$ cat src/rtl/channel_llr_buffer.sv
// Channel LLR frame register feeding stage 0 of the SC decoder; CHANNEL_PINGPONG_EN selects two banks.
// Latency: frame ready the cycle after the last beat; read data one cycle after the strobe.
// Backpressure: registered s_ready drops while no bank can take a new frame.
module channel_llr_buffer #(
  parameter int n = 3,
  parameter int p = 1,
  parameter int Q = 6
) (
  input  logic                          clk,
  input  logic                          rst_n,
  input  logic                          s_valid,
  input  logic [Q-1:0]                  s_llr,
  input  logic                          s_last,
  output logic                          s_ready,
  output logic                          channel_register_ready,
  input  logic                          channel_register_rd_en,
  input  logic [(1<<(n-p-1))-1:0]       channel_register_addr,
  input  logic                          decoder_done,
  output logic [2*(1<<p)*Q-1:0]         channel_llr,
  output logic                          frame_err
);

  localparam int N = 1 << n;
  localparam int P = 1 << p;
  localparam int W = 1 << (n - p - 1);
`ifdef CHANNEL_PINGPONG_EN
  localparam int NB = 2;
`else
  localparam int NB = 1;
`endif

  typedef enum logic [1:0] {EMPTY, LOADING, FULL} bank_state_t;

  bank_state_t bank_state     [NB];
  bank_state_t bank_state_nxt [NB];
  logic [Q-1:0] mem [NB][N];

  logic [n-1:0] wcnt, wcnt_nxt;
  logic         wb, wb_nxt;
  logic         rb, rb_nxt;
  logic         err_nxt;
  logic         s_ready_nxt;
  logic         accept;

  assign accept                 = s_valid && s_ready;
  assign channel_register_ready = (bank_state[rb] == FULL);

  always_comb begin
    for (int b = 0; b < NB; b++) bank_state_nxt[b] = bank_state[b];
    wcnt_nxt = wcnt;
    wb_nxt   = wb;
    rb_nxt   = rb;
    err_nxt  = 1'b0;

    // Frames are consumed in the order they were loaded, so the read pointer
    // always advances to the other bank, even if that bank is still filling.
    if (decoder_done && channel_register_ready) begin
      bank_state_nxt[rb] = EMPTY;
`ifdef CHANNEL_PINGPONG_EN
      rb_nxt = ~rb;
`endif
    end

    if (accept) begin
      if (wcnt == n'(N-1)) begin
        bank_state_nxt[wb] = FULL;
        wcnt_nxt           = '0;
        err_nxt            = !s_last;
`ifdef CHANNEL_PINGPONG_EN
        wb_nxt = ~wb;
`endif
      end else if (s_last) begin
        bank_state_nxt[wb] = EMPTY;
        wcnt_nxt           = '0;
        err_nxt            = 1'b1;
      end else begin
        bank_state_nxt[wb] = LOADING;
        wcnt_nxt           = wcnt + n'(1);
      end
    end

    // The next load bank is only FULL when every bank holds an unread frame.
    s_ready_nxt = (bank_state_nxt[wb_nxt] != FULL);
  end

  always_ff @(posedge clk or negedge rst_n) begin
    if (!rst_n) begin
      for (int b = 0; b < NB; b++) bank_state[b] <= EMPTY;
      wcnt      <= '0;
      wb        <= 1'b0;
      rb        <= 1'b0;
      frame_err <= 1'b0;
      s_ready   <= 1'b1;
    end else begin
      for (int b = 0; b < NB; b++) bank_state[b] <= bank_state_nxt[b];
      wcnt      <= wcnt_nxt;
      wb        <= wb_nxt;
      rb        <= rb_nxt;
      frame_err <= err_nxt;
      s_ready   <= s_ready_nxt;
    end
  end

  always_ff @(posedge clk) begin
    if (accept) mem[wb][wcnt] <= s_llr;
  end

  logic                 sel_ok;
  int                   sel_j;
  logic [2*P*Q-1:0]     rd_word;

  always_comb begin
    sel_ok = (channel_register_addr != '0) &&
             ((channel_register_addr & (channel_register_addr - W'(1))) == '0);
    sel_j = 0;
    for (int k = 0; k < W; k++) begin
      if (channel_register_addr[k]) sel_j = k;
    end
  end

  // Even lanes carry the f-operand from the first half, odd lanes its g partner.
  always_comb begin
    rd_word = '0;
    for (int m = 0; m < P; m++) begin
      rd_word[2*m*Q +: Q]     = mem[rb][n'(sel_j*P + m)];
      rd_word[(2*m+1)*Q +: Q] = mem[rb][n'(sel_j*P + m + N/2)];
    end
  end

  always_ff @(posedge clk or negedge rst_n) begin
    if (!rst_n) begin
      channel_llr <= '0;
    end else if (channel_register_rd_en && channel_register_ready) begin
      channel_llr <= sel_ok ? rd_word : '0;
    end
  end

endmodule

$ cat config.mk
export PLATFORM = sky130hd
export DESIGN_NAME = channel_llr_buffer
export DESIGN_NICKNAME = d
export VERILOG_FILES = /design/src/rtl/channel_llr_buffer.sv
export SDC_FILE = /design/constraint.sdc
export NUM_CORES = 1
export LEC_CHECK = 0
export ABC_AREA = 1
export CORE_UTILIZATION = 55
export CTS_BUF_LIST = sky130_fd_sc_hd__clkbuf_4
export CTS_CLUSTER_SIZE = 30
export DETAILED_ROUTE_END_ITERATION = 7
export PLACE_DENSITY = 0.79
export SETUP_SLACK_MARGIN = 0.15
export SYNTH_ARGS = -nofsm -noshare
export SYNTH_HDL_FRONTEND = slang
export SYNTH_SLANG_ARGS = --single-unit
$ cat constraint.sdc
create_clock -name clk -period 1.6 [get_ports clk]
set_input_delay 0.32 -clock clk [delete_from_list [all_inputs] [get_ports clk]]
set_output_delay 0.32 -clock clk [all_outputs]
set_load 0.01 [all_outputs]
# ---- After elaboration in Yosys (flattened, before gate mapping)
# Memories as Yosys holds them, arrays and structs flattened.
# Index checks and enable logic that the tools add are counted.
dict set report word_totals {
  latch_bits 0
  word_cells 61
  mem_count 1
  input_bits 14
  out_inout_bits 27
  ram_bits 48
  rom_bits 0
  reg_bits 31
}
dict set report op_classes {
  mul 0
  addsub 5
  n_reduce_logical 8
  shifts 0
  magnitude_cmp 6
  n_bitwise 6
  div 0
  eq_ne 3
  n_mux 27
}
# memory depth word_bits read_ports rd_clocked_by_memory_dff write_ports line
set memory_table {}
lappend memory_table {mem 1 48 1 0 1 36} ;# logic [Q-1:0] mem [NB][N];
# op n
set ops {}
lappend ops {{binary-select mux 6 bit (select 3 bit)} 4}
lappend ops {{2-to-1 mux 6 bit} 9}
lappend ops {{2-to-1 mux 48 bit} 1}
lappend ops {{2-to-1 mux 24 bit} 1}
lappend ops {{demux 6 bit (select 3 bit)} 1}
lappend ops {{greater-or-equal comparator 3 x 4 -> 1 bit (second input constant)} 4}
lappend ops {{NOT 3 bit} 4}
lappend ops {{adder 3 bit (second input constant)} 2}
lappend ops {{2-to-1 mux 1 bit} 6}
lappend ops {{2-to-1 mux 2 bit} 3}
lappend ops {{2-to-1 mux 3 bit} 2}
lappend ops {{logical AND 1 bit} 5}
lappend ops {{greater-or-equal comparator 4 bit (second input constant)} 1}
lappend ops {{less-than comparator 4 x 1 -> 1 bit (second input constant)} 1}
lappend ops {{NOT 3 -> 4 bit} 1}
lappend ops {{adder 2 x 1 -> 3 bit (second input constant)} 1}
lappend ops {{adder 3 x 1 -> 3 bit (second input constant)} 1}
lappend ops {{equality test 3 bit (second input constant)} 1}
lappend ops {{bitwise AND 2 bit} 1}
lappend ops {{equality test 2 bit (second input constant)} 1}
lappend ops {{logical NOT 2 bit} 1}
lappend ops {{!= test 2 bit (second input constant)} 1}
lappend ops {{nonzero test 2 bit} 1}
lappend ops {{subtractor 2 x 1 -> 2 bit (second input constant)} 1}
lappend ops {{logical NOT 1 bit} 1}

# ---- Logic depth before layout (Yosys ltp)
# Gate-level depths: netlist of run 1.
dict set report logic_depth {
  depth_word 8
  depth_mapped 7
  depth_no_buf 6
}

# ---- Least setup slack after synthesis of run 1
# No wires, ideal clock.
dict set report synth_path {
  path_kind {reg-to-reg}
  from {register s_ready}
  to {memory mem[0][12] (netlist name), enable pin}
  stages_incl_launch_ff 5
  path_buffers 0
  setup_ns 0.350
  arrival_time_ns 1.109
  path_slack_ns 0.141
  path_cell_list {dfstp_2 > nand2_2 > inv_1 > nand2_1 > nor2_1}
}
dict set report synth_between {
  elab_chain_len 3
}
# element line
set synth_rtl {}
lappend synth_rtl {{start, declared} 14} ;# output logic s_ready,
lappend synth_rtl {{start signal, assigned} 100} ;# s_ready <= s_ready_nxt;
lappend synth_rtl {{logical AND 1 bit} 45} ;# assign accept = s_valid && s_ready;
lappend synth_rtl {{2-to-1 mux 1 bit} 105} ;# if (accept) mem[wb][wcnt] <= s_llr;
lappend synth_rtl {{2-to-1 mux 48 bit (not written as such)} 105}
lappend synth_rtl {{end, declared} 36}
# No other way between the ends.

# ---- Final worst setup path of run 1
dict set report layout_path {
  from {register bank_state[0] (netlist name)}
  to {output channel_register_ready}
}
dict set report layout_between {
  elab_chain_len 1
}
# element line
set layout_rtl {}
lappend layout_rtl {{start, declared} 34} ;# bank_state_t bank_state [NB];
lappend layout_rtl {{equality test 2 bit} 46} ;# assign channel_register_ready = (bank_state[rb] == FULL);
lappend layout_rtl {{end, declared} 15} ;# output logic channel_register_ready,
# No other way between the ends.

==> metrics.yaml, run 1 <==
fmax_mhz: 701
required_ns: 1.28
grt_pass1_vias: 1998
drc: 0
layout-drive-gt1-share_pct: 20.1
wl_per_cell_um: 13.3
ant_nets: 0
synth.net_count: 306
r2r-start: "s_ready"
hold_buffers: 0
nFillCells: 396
fin_cells: 435
tightest_slew_ns: 0.436
path_delay_family: "flip-flops"
n_antenna_cell: 0
rsz0062_at_grt: "true"
r2r_end: "mem[0][36]"
fin_total_pwr_mw: 4.56
clockBufferDepth: 2
slew-limit-headroom_pct: 70.8
dp_cells: 404
skew_ns: 0.0188
netlist_instances: 289
reg2reg_slack_ns: 0.21
dieArea_um2: 6210
dpl.hpwl_um: 4030
grt_pass1_wl_um: 9670
numCtsBuffers: 9
final_nets: 375
slowest_delay_ns: 0.41
hold_viol: 0
syn_avg_cell_area_um2: 11.2
crit_chain: "inv_2 > nand2_4 > inv_2 > buf_6"
routed_wl_um: 5790
cp-end-kind: "primary output"
place_congestion: 0.719
min_path_type: "in2async"
start_util_pct: 57.9
io_buffers: 40
cts_sinks: 79
cap_viol_max_count: 0
power.leakage_nw: 1.87
io_pins: 41
worst-endpoint-arrival_ns: 1.11
outcome: "complete, no violations"
clk_latency_ns: 0.42
first_pass_iters: 4
track_usage_pct: 21.3
grt_antenna_before_repair: 0
start_kind: "flip-flop"
path_clk_slew_ns: 0.13
grt_start_max_net_pins: 25
cp_max_fo: 3
peakVddDrop_v: 0.000589
tritoncts: "yes"
drt-initial-drc-count: 143
slowest_stage: "dfrtp_1"
worstRegToRegCells: 6
yosys_warnings: 0
ys_types: 22
crit_type: "reg2out"
ys_ff_latch: 79
syn_to_final_growth_pct: 23.5
core_um2: 5610
synth_seq_area_share_pct: 68.4
dr_total_vias: 2123
root_buffer: "clkbuf_4"
path_buf_inv: 3
via_per_inst: 4.88
setup_viol: 0
power.density_nw_per_um2: 1140
slew_viol_final: 0
crit_top_cell: "inv_2"
gr-total-overflow: 0
netlist_area_um2: 3250
finalCriticalPeriod_ns: 1.43
cts_htree_levels: 3
die_w_um: 78.8
rows: 27
die_h_um: 78.8
fin_crit_sh_pct: 89.2
==> layout make-up <==
class	count	area (µm²)	share of cell area, %
clock buffers	10	75.1	1.87
clock inverters	6	46.3	1.15
inverters	14	57.6	1.44
multi-input cells	185	873	21.8
flip-flops and latches	79	2220	55.3
well taps	72	90.1	2.25
repair buffers	69	648	16.2
==> flip-flops by register name, indices dropped and copies added, names as in the netlist <==
name	cells
channel_llr	24
s_ready	1
bank_state	2
wcnt	3
mem	48
frame_err	1
==> synth_stat cells <==
cell	count	area, µm²
nand3_1	17	85.1
nand3_2	10	100
nand2_8	1	20.0
dfrtp_1	30	751
nand2_4	1	11.3
nand2_2	3	18.8
buf_6	5	56.3
inv_2	2	7.51
a21oi_1	1	5.00
nand2_1	136	510
dfstp_2	1	26.3
inv_1	11	41.3
edfxtp_1	48	1440
buf_2	1	5.00
o21ai_0	1	5.00
buf_12	1	20.0
nor2_1	10	37.5
buf_4	4	30.0
nand3b_1	1	7.51
ha_1	3	37.5
nor2_8	1	20.0
inv_6	1	8.76
==> cells by family (layout without fill, tap and decap cells) <==
family,Yosys count,after routing,synth area share [%]
and+or+nand+nor,180,180,25.0
DFF,79,79,68.4
buffers and inverters,25,99,5.20
adders and majority gates,3,3,1.16
AOI/OAI and AO/OA,2,2,0.308
==> stage by stage <==
step           TNS (ns)  instance area [µm²]  hold WS [ns]  worst slack, ns  utilization (%)
6_report              0                 4010         0.186            0.173             71.5
5_1_grt               0                 4010         0.182           0.0836             71.5
4_1_cts               0                 3880         0.177            0.121             69.2
3_5_place_dp     -0.257                 3770         0.467          -0.0130             67.2
3_3_place_gp   -0.00176                 3770         0.461        -0.000338             67.2
2_1_floorplan         0                 3250        0.0244            0.141                -
==> layer usage <==
metal	global-route usage, %	share of wire (%)
met3	4.71	4.0
met2	32.8	46
met5	0	0
met1	29.5	48
met4	9.27	1.7
==> report_power, final <==
part	total, mW	switching (mW)	internal (mW)
combinational	0.989	0.499	0.490
sequential	2.54	0.117	2.42
clock	1.03	0.686	0.344
total	4.56	1.30	3.25
==> cells in the final DEF (no fill, tap or decap) <==
cell and n:
inv_2 4, o21ai_1 1, nor2_8 1, inv_1 9, a21oi_1 1, edfxtp_1 48
nor2_1 8, buf_12 3, dfrtp_1 30, nand3b_1 1, nand2_4 2, clkinv_2 1
nand3_1 17, nand2_8 1, nor2_2 2, buf_4 26, nand3_2 10, buf_6 2
nand2_1 134, clkinvlp_4 2, dfstp_2 1, clkbuf_4 10, clkinv_4 2, dlygate4sd2_1 8
clkdlybuf4s15_1 17, clkdlybuf4s50_1 13, nand2_2 4, ha_1 3, inv_6 2
==> repair_timing <==
action                     CTS  global route
setup endpoints to repair   27            63
gates resized for setup     37            23
setup buffers                3            12
==> worst max-delay path by stage <==
stage | start | cells after the start | end | slack, ns
global route | wcnt[1] | 6 | s_ready | 0.08
floorplan | s_ready | 4 | mem[0][12] | 0.14
finish | bank_state[0] | 4 | channel_register_ready | 0.17
detailed placement | s_valid | 6 | mem[0][5] | -0.01
global placement | s_valid | 6 | mem[0][17] | -0.0003
CTS | bank_state[0] | 4 | channel_register_ready | 0.12
Note: power is estimated with default switching activity, not from simulation.
==> inputs of run 2 (changes only) <==
--- a/config.mk
+++ b/config.mk
@@ -10,7 +10,8 @@
 export CTS_BUF_LIST = sky130_fd_sc_hd__clkbuf_4
 export CTS_CLUSTER_SIZE = 30
 export DETAILED_ROUTE_END_ITERATION = 7
-export PLACE_DENSITY = 0.79
+export DONT_BUFFER_PORTS = 1
+export PLACE_DENSITY = 0.7
 export SETUP_SLACK_MARGIN = 0.15
 export SYNTH_ARGS = -nofsm -noshare
 export SYNTH_HDL_FRONTEND = slang
==> metrics.yaml, run 2 (synthesis gave the netlist of run 1 again) <==
outcome: "complete, no violations"
fin_crit_sh_pct: 86.4
hold_depth: 3
top_regs: "mem: 48 flops, channel_llr: 24 flops, wcnt: 3 flops"
layout-drive-gt1-share_pct: 15.1
start_kind: "flip-flop"
gr-total-overflow: 0
cts_htree_levels: 3
power.leakage_nw: 1.61
r2r_end: "mem[0][20]"
setup_viol: 0
core_um2: 5610
cts_sinks: 79
drt-initial-drc-count: 116
ant_nets: 0
clockBufferDepth: 2
dr_total_vias: 1929
regMostFlops: "mem"
io_buffers: 0
multi_input_area_um2: 863
crit_type: "reg2reg"
tritoncts: "yes"
nFillCells: 469
syn_to_final_growth_pct: 8.48
cap_viol_max_count: 0
clk_latency_ns: 0.41
min_path_type: "in2reg"
grt_pass1_wl_um: 9580
cp-end-kind: "flip-flop"
track_usage_pct: 21.3
ff_latch_area_um2: 2220
r2r-start: "s_ready"
slew_viol_final: 0
grt_antenna_before_repair: 0
rsz0062_at_grt: "true"
die_w_um: 78.8
seqPwrFrac_pct: 62.4
peakVddDrop_v: 0.000613
dpl.hpwl_um: 3730
swShare_pct: 27.5
switching_power_mw: 1.16
skew_ns: 0.0142
largest_reg_flops: 48
final_nets: 324
rows: 27
required_ns: 1.73
clockPowerShare_pct: 26.1
path_clk_slew_ns: 0.11
layout_commonest_cell: "nand2_1"
grt_pass1_vias: 2004
finalCriticalPeriod_ns: 1.38
slew-limit-headroom_pct: 72.5
numCtsBuffers: 9
hold_viol: 0
tightest_slew_ns: 0.412
start_util_pct: 57.9
tns_ns: 0
holdPathEnd: "wcnt[0]"
routed_wl_um: 5760
worstRegToRegCells: 5
fmax_mhz: 723
worstHoldStart: "s_last"
n_antenna_cell: 0
reg2reg_slack_ns: 0.22
place_congestion: 0.716
power.internal_mw: 3.07
die_h_um: 78.8
cp_max_fo: 6
io_pins: 41
worst-endpoint-arrival_ns: 1.51
drc: 0
dieArea_um2: 6210
pwr-share-comb_pct: 11.4
fin_total_pwr_mw: 4.23
root_buffer: "clkbuf_4"
final_cell_mix: "136 x nand2_1, 48 x edfxtp_1, 30 x dfrtp_1, 17 x nand3_1"
via_per_inst: 5.02
first_pass_iters: 4
wl_per_cell_um: 15.0
power.density_nw_per_um2: 1200
grt_start_max_net_pins: 32
## run 2: changes by cell type in the layout (fill, tap and decap cells not counted), sizes merged, moves of 2 or more
cell | previous run | this run
buf | 31 | 11
clkinvlp | 2 | 0
clkdlybuf4s15 | 17 | 0
clkdlybuf4s50 | 13 | 0
clkinv | 3 | 5
dlygate4sd2 | 8 | 0
dlygate4sd3 | 0 | 7
## run 2: repair_timing
action | 4_1_cts | 5_1_grt
buffers inserted | 0 | 0
gates resized for setup | 0 | 4
hold buffers | 8 | 0
hold endpoints to repair | 79 | 0
endpoints found under the setup margin | 0 | 16
## run 2: power groups by stage
stage | sequential (mW) | clock [mW] | combinational (mW)
2_1_floorplan | 2.65 | 0 | 0.369
3_3_place_gp | 2.68 | 0 | 0.416
3_5_place_dp | 2.69 | 0 | 0.429
4_1_cts | 2.65 | 1.13 | 0.490
5_1_grt | 2.67 | 1.23 | 0.562
6_report | 2.64 | 1.11 | 0.484
## run 2: routing by layer
metal  part of all wire (%)  vias to the layer above  global-route usage (%)
met4                    2.2                        0                    13.6
met5                      0                        -                       0
met3                    5.2                       15                    4.25
li1                       -                      973                       -
met1                     45                      888                    27.8
met2                     47                       53                    32.8
## run 2: critical path, stage by stage, from the launching register on
cell and delay (ns):
dfstp_2 0.58, nand2_2 0.06, inv_1 0.07, nand2_1 0.10
nor2_1 0.13, buf_4 0.17
## run 2: area by class of cell
| cell class | instances | area share, % |
|---|---|---|
| Clock inverter | 6 | 1.46 |
| Sequential cell | 79 | 63.0 |
| Multi-Input combinational cell | 185 | 24.5 |
| Inverter | 14 | 1.63 |
| Clock buffer | 10 | 2.13 |
| Tap cell | 72 | 2.56 |
| Timing Repair Buffer | 18 | 4.69 |
## run 2: worst max-delay path by stage
stage | start | to | slack, ns | depth (start not counted)
CTS | bank_state[0] | channel_register_ready | 0.18 | 3
finish | s_ready | mem[0][20] | 0.22 | 5
detailed placement | s_ready | mem[0][19] | 0.24 | 5
global placement | s_ready | mem[0][14] | 0.26 | 5
global route | s_ready | mem[0][18] | 0.14 | 5
floorplan | s_ready | mem[0][12] | 0.14 | 4
## run 2: through the flow
stage / utilization [%] / hold WS [ns] / instances / area [µm²] / worst slack, ns
after floorplan: - / 0.0244 / 289 / 3250 / 0.141
after global placement: 58.8 / 0.0252 / 360 / 3300 / 0.257
after detailed placement: 58.8 / 0.0251 / 360 / 3300 / 0.235
after CTS: 62.7 / 0.110 / 384 / 3520 / 0.177
after global routing: 62.8 / 0.122 / 384 / 3520 / 0.142
final: 62.8 / 0.129 / 384 / 3520 / 0.218
==> inputs of run 3 (changes only) <==
==> constraint.sdc (replaced) <==
create_clock -name clk -period 1.54 [get_ports clk]
set_input_delay 0.308 -clock clk [delete_from_list [all_inputs] [get_ports clk]]
set_output_delay 0.308 -clock clk [all_outputs]
set_load 0.01 [all_outputs]
==> metrics.yaml, run 3 (synthesis gave the netlist of run 1 again) <==
grt_pass1_wl_um: 9610
drt-initial-drc-count: 128
clk_latency_ns: 0.42
peakVddDrop_v: 0.000720
worstRegToRegCells: 5
place_area_um2: 3300
min_path_type: "in2reg"
gr-total-overflow: 0
worst_slack_ns: 0.207
fin_crit_sh_pct: 86.6
finalCriticalPeriod_ns: 1.33
cp-end-kind: "primary output"
io_buffers: 0
largest_reg_flops: 48
syn_to_final_growth_pct: 9.21
post-route-cell-area_um2: 3540
tightest_slew_ns: 0.455
worstHoldStart: "decoder_done"
tritoncts: "yes"
grt_start_max_net_pins: 32
slew_viol_final: 0
regMostFlops: "mem"
tns_ns: 0
first_pass_iters: 4
hold_viol: 0
r2r-start: "s_ready"
grt_pass1_vias: 1956
power.density_nw_per_um2: 1220
cp-endpoint: "channel_register_ready"
skew_ns: 0.0205
r2r_end: "mem[0][15]"
numCtsBuffers: 9
dieArea_um2: 6210
layout_commonest_cell: "nand2_1"
dp_cells: 360
setup_viol: 0
root_buffer: "clkbuf_4"
fmax_mhz: 750
track_usage_pct: 21.5
n_antenna_cell: 0
reg2reg_slack_ns: 0.21
cts_sinks: 79
dp_slack_ns: 0.181
layout-drive-gt1-share_pct: 17.4
dpl.hpwl_um: 3690
cp_max_fo: 3
clockBufferDepth: 2
io_pins: 41
drc: 0
start_kind: "flip-flop"
final_cell_mix: "134 x nand2_1, 48 x edfxtp_1, 30 x dfrtp_1, 17 x nand3_1, 14 x buf_4"
required_ns: 1.23
dr_total_vias: 1982
fin_cells: 388
worst-endpoint-arrival_ns: 1.03
top_regs: "mem: 48 flops, channel_llr: 24 flops, wcnt: 3 flops"
core_um2: 5610
crit_start: "bank_state[0]"
die_w_um: 78.8
path_clk_slew_ns: 0.11
place_congestion: 0.731
power.leakage_nw: 1.63
start_util_pct: 57.9
outcome: "complete, no violations"
via_per_inst: 5.11
cts_htree_levels: 3
ant_nets: 0
cap_viol_max_count: 0
grt_antenna_before_repair: 0
slew-limit-headroom_pct: 69.6
rsz0062_at_grt: "true"
routed_wl_um: 5710
crit_type: "reg2out"
die_h_um: 78.8
rows: 27
final_nets: 328
wl_per_cell_um: 14.7
[run 3: final cells by class]
| class | instances | area [µm²] |
|---|---|---|
| clock buffer | 13 | 97.6 |
| sequential | 79 | 2220 |
| timing repair buffer | 22 | 195 |
| multi-input combinational | 185 | 873 |
| clock inverter | 3 | 12.5 |
| fill | 470 | 2060 |
| inverter | 14 | 57.6 |
| tap | 72 | 90.1 |
[run 3: worst min path at each step]
stage               cells past startpoint              to
CTS                                     3   bank_state[1]
finish                                  3   bank_state[1]
global placement                        0  channel_llr[0]
detailed placement                      0  channel_llr[2]
floorplan                               0   bank_state[0]
global route                            3   bank_state[1]
[run 3: per-stage QoR]
step / utilization [%] / total power, mW / hold WS, ns
2_1_floorplan: - / 3.14 / 0.0124
3_3_place_gp: 58.8 / 3.22 / 0.0131
3_5_place_dp: 58.8 / 3.24 / 0.0130
4_1_cts: 62.5 / 4.33 / 0.0721
5_1_grt: 63.2 / 4.58 / 0.0931
6_report: 63.2 / 4.32 / 0.0973
[run 3: report_power, final]
group / internal, mW / total (mW) / switching, mW / leakage [nW]
combinational: 0.207 / 0.536 / 0.328 / 0.718
sequential: 2.52 / 2.74 / 0.229 / 0.842
clock: 0.395 / 1.04 / 0.648 / 0.0669
total: 3.12 / 4.32 / 1.21 / 1.63
[run 3: worst max-delay path, stage by stage (launching register included)]
cell and delay [ns]:
dfrtp_1 0.39, inv_2 0.09, nand2_4 0.07, inv_2 0.07
[run 3: repair_timing]
action,CTS,global route
pin swaps,0,1
buffers inserted,0,4
hold endpoints to repair,79,0
hold buffers,8,0
resized for setup,2,6
endpoints found under the setup margin,1,50
[run 3: layer usage]
metal	wire [µm]	up-vias	GRT usage [%]
li1	-	984	-
met1	2690	943	28.5
met2	2660	48	32.5
met3	294	7	6.90
met4	75	0	9.27
met5	0	-	0
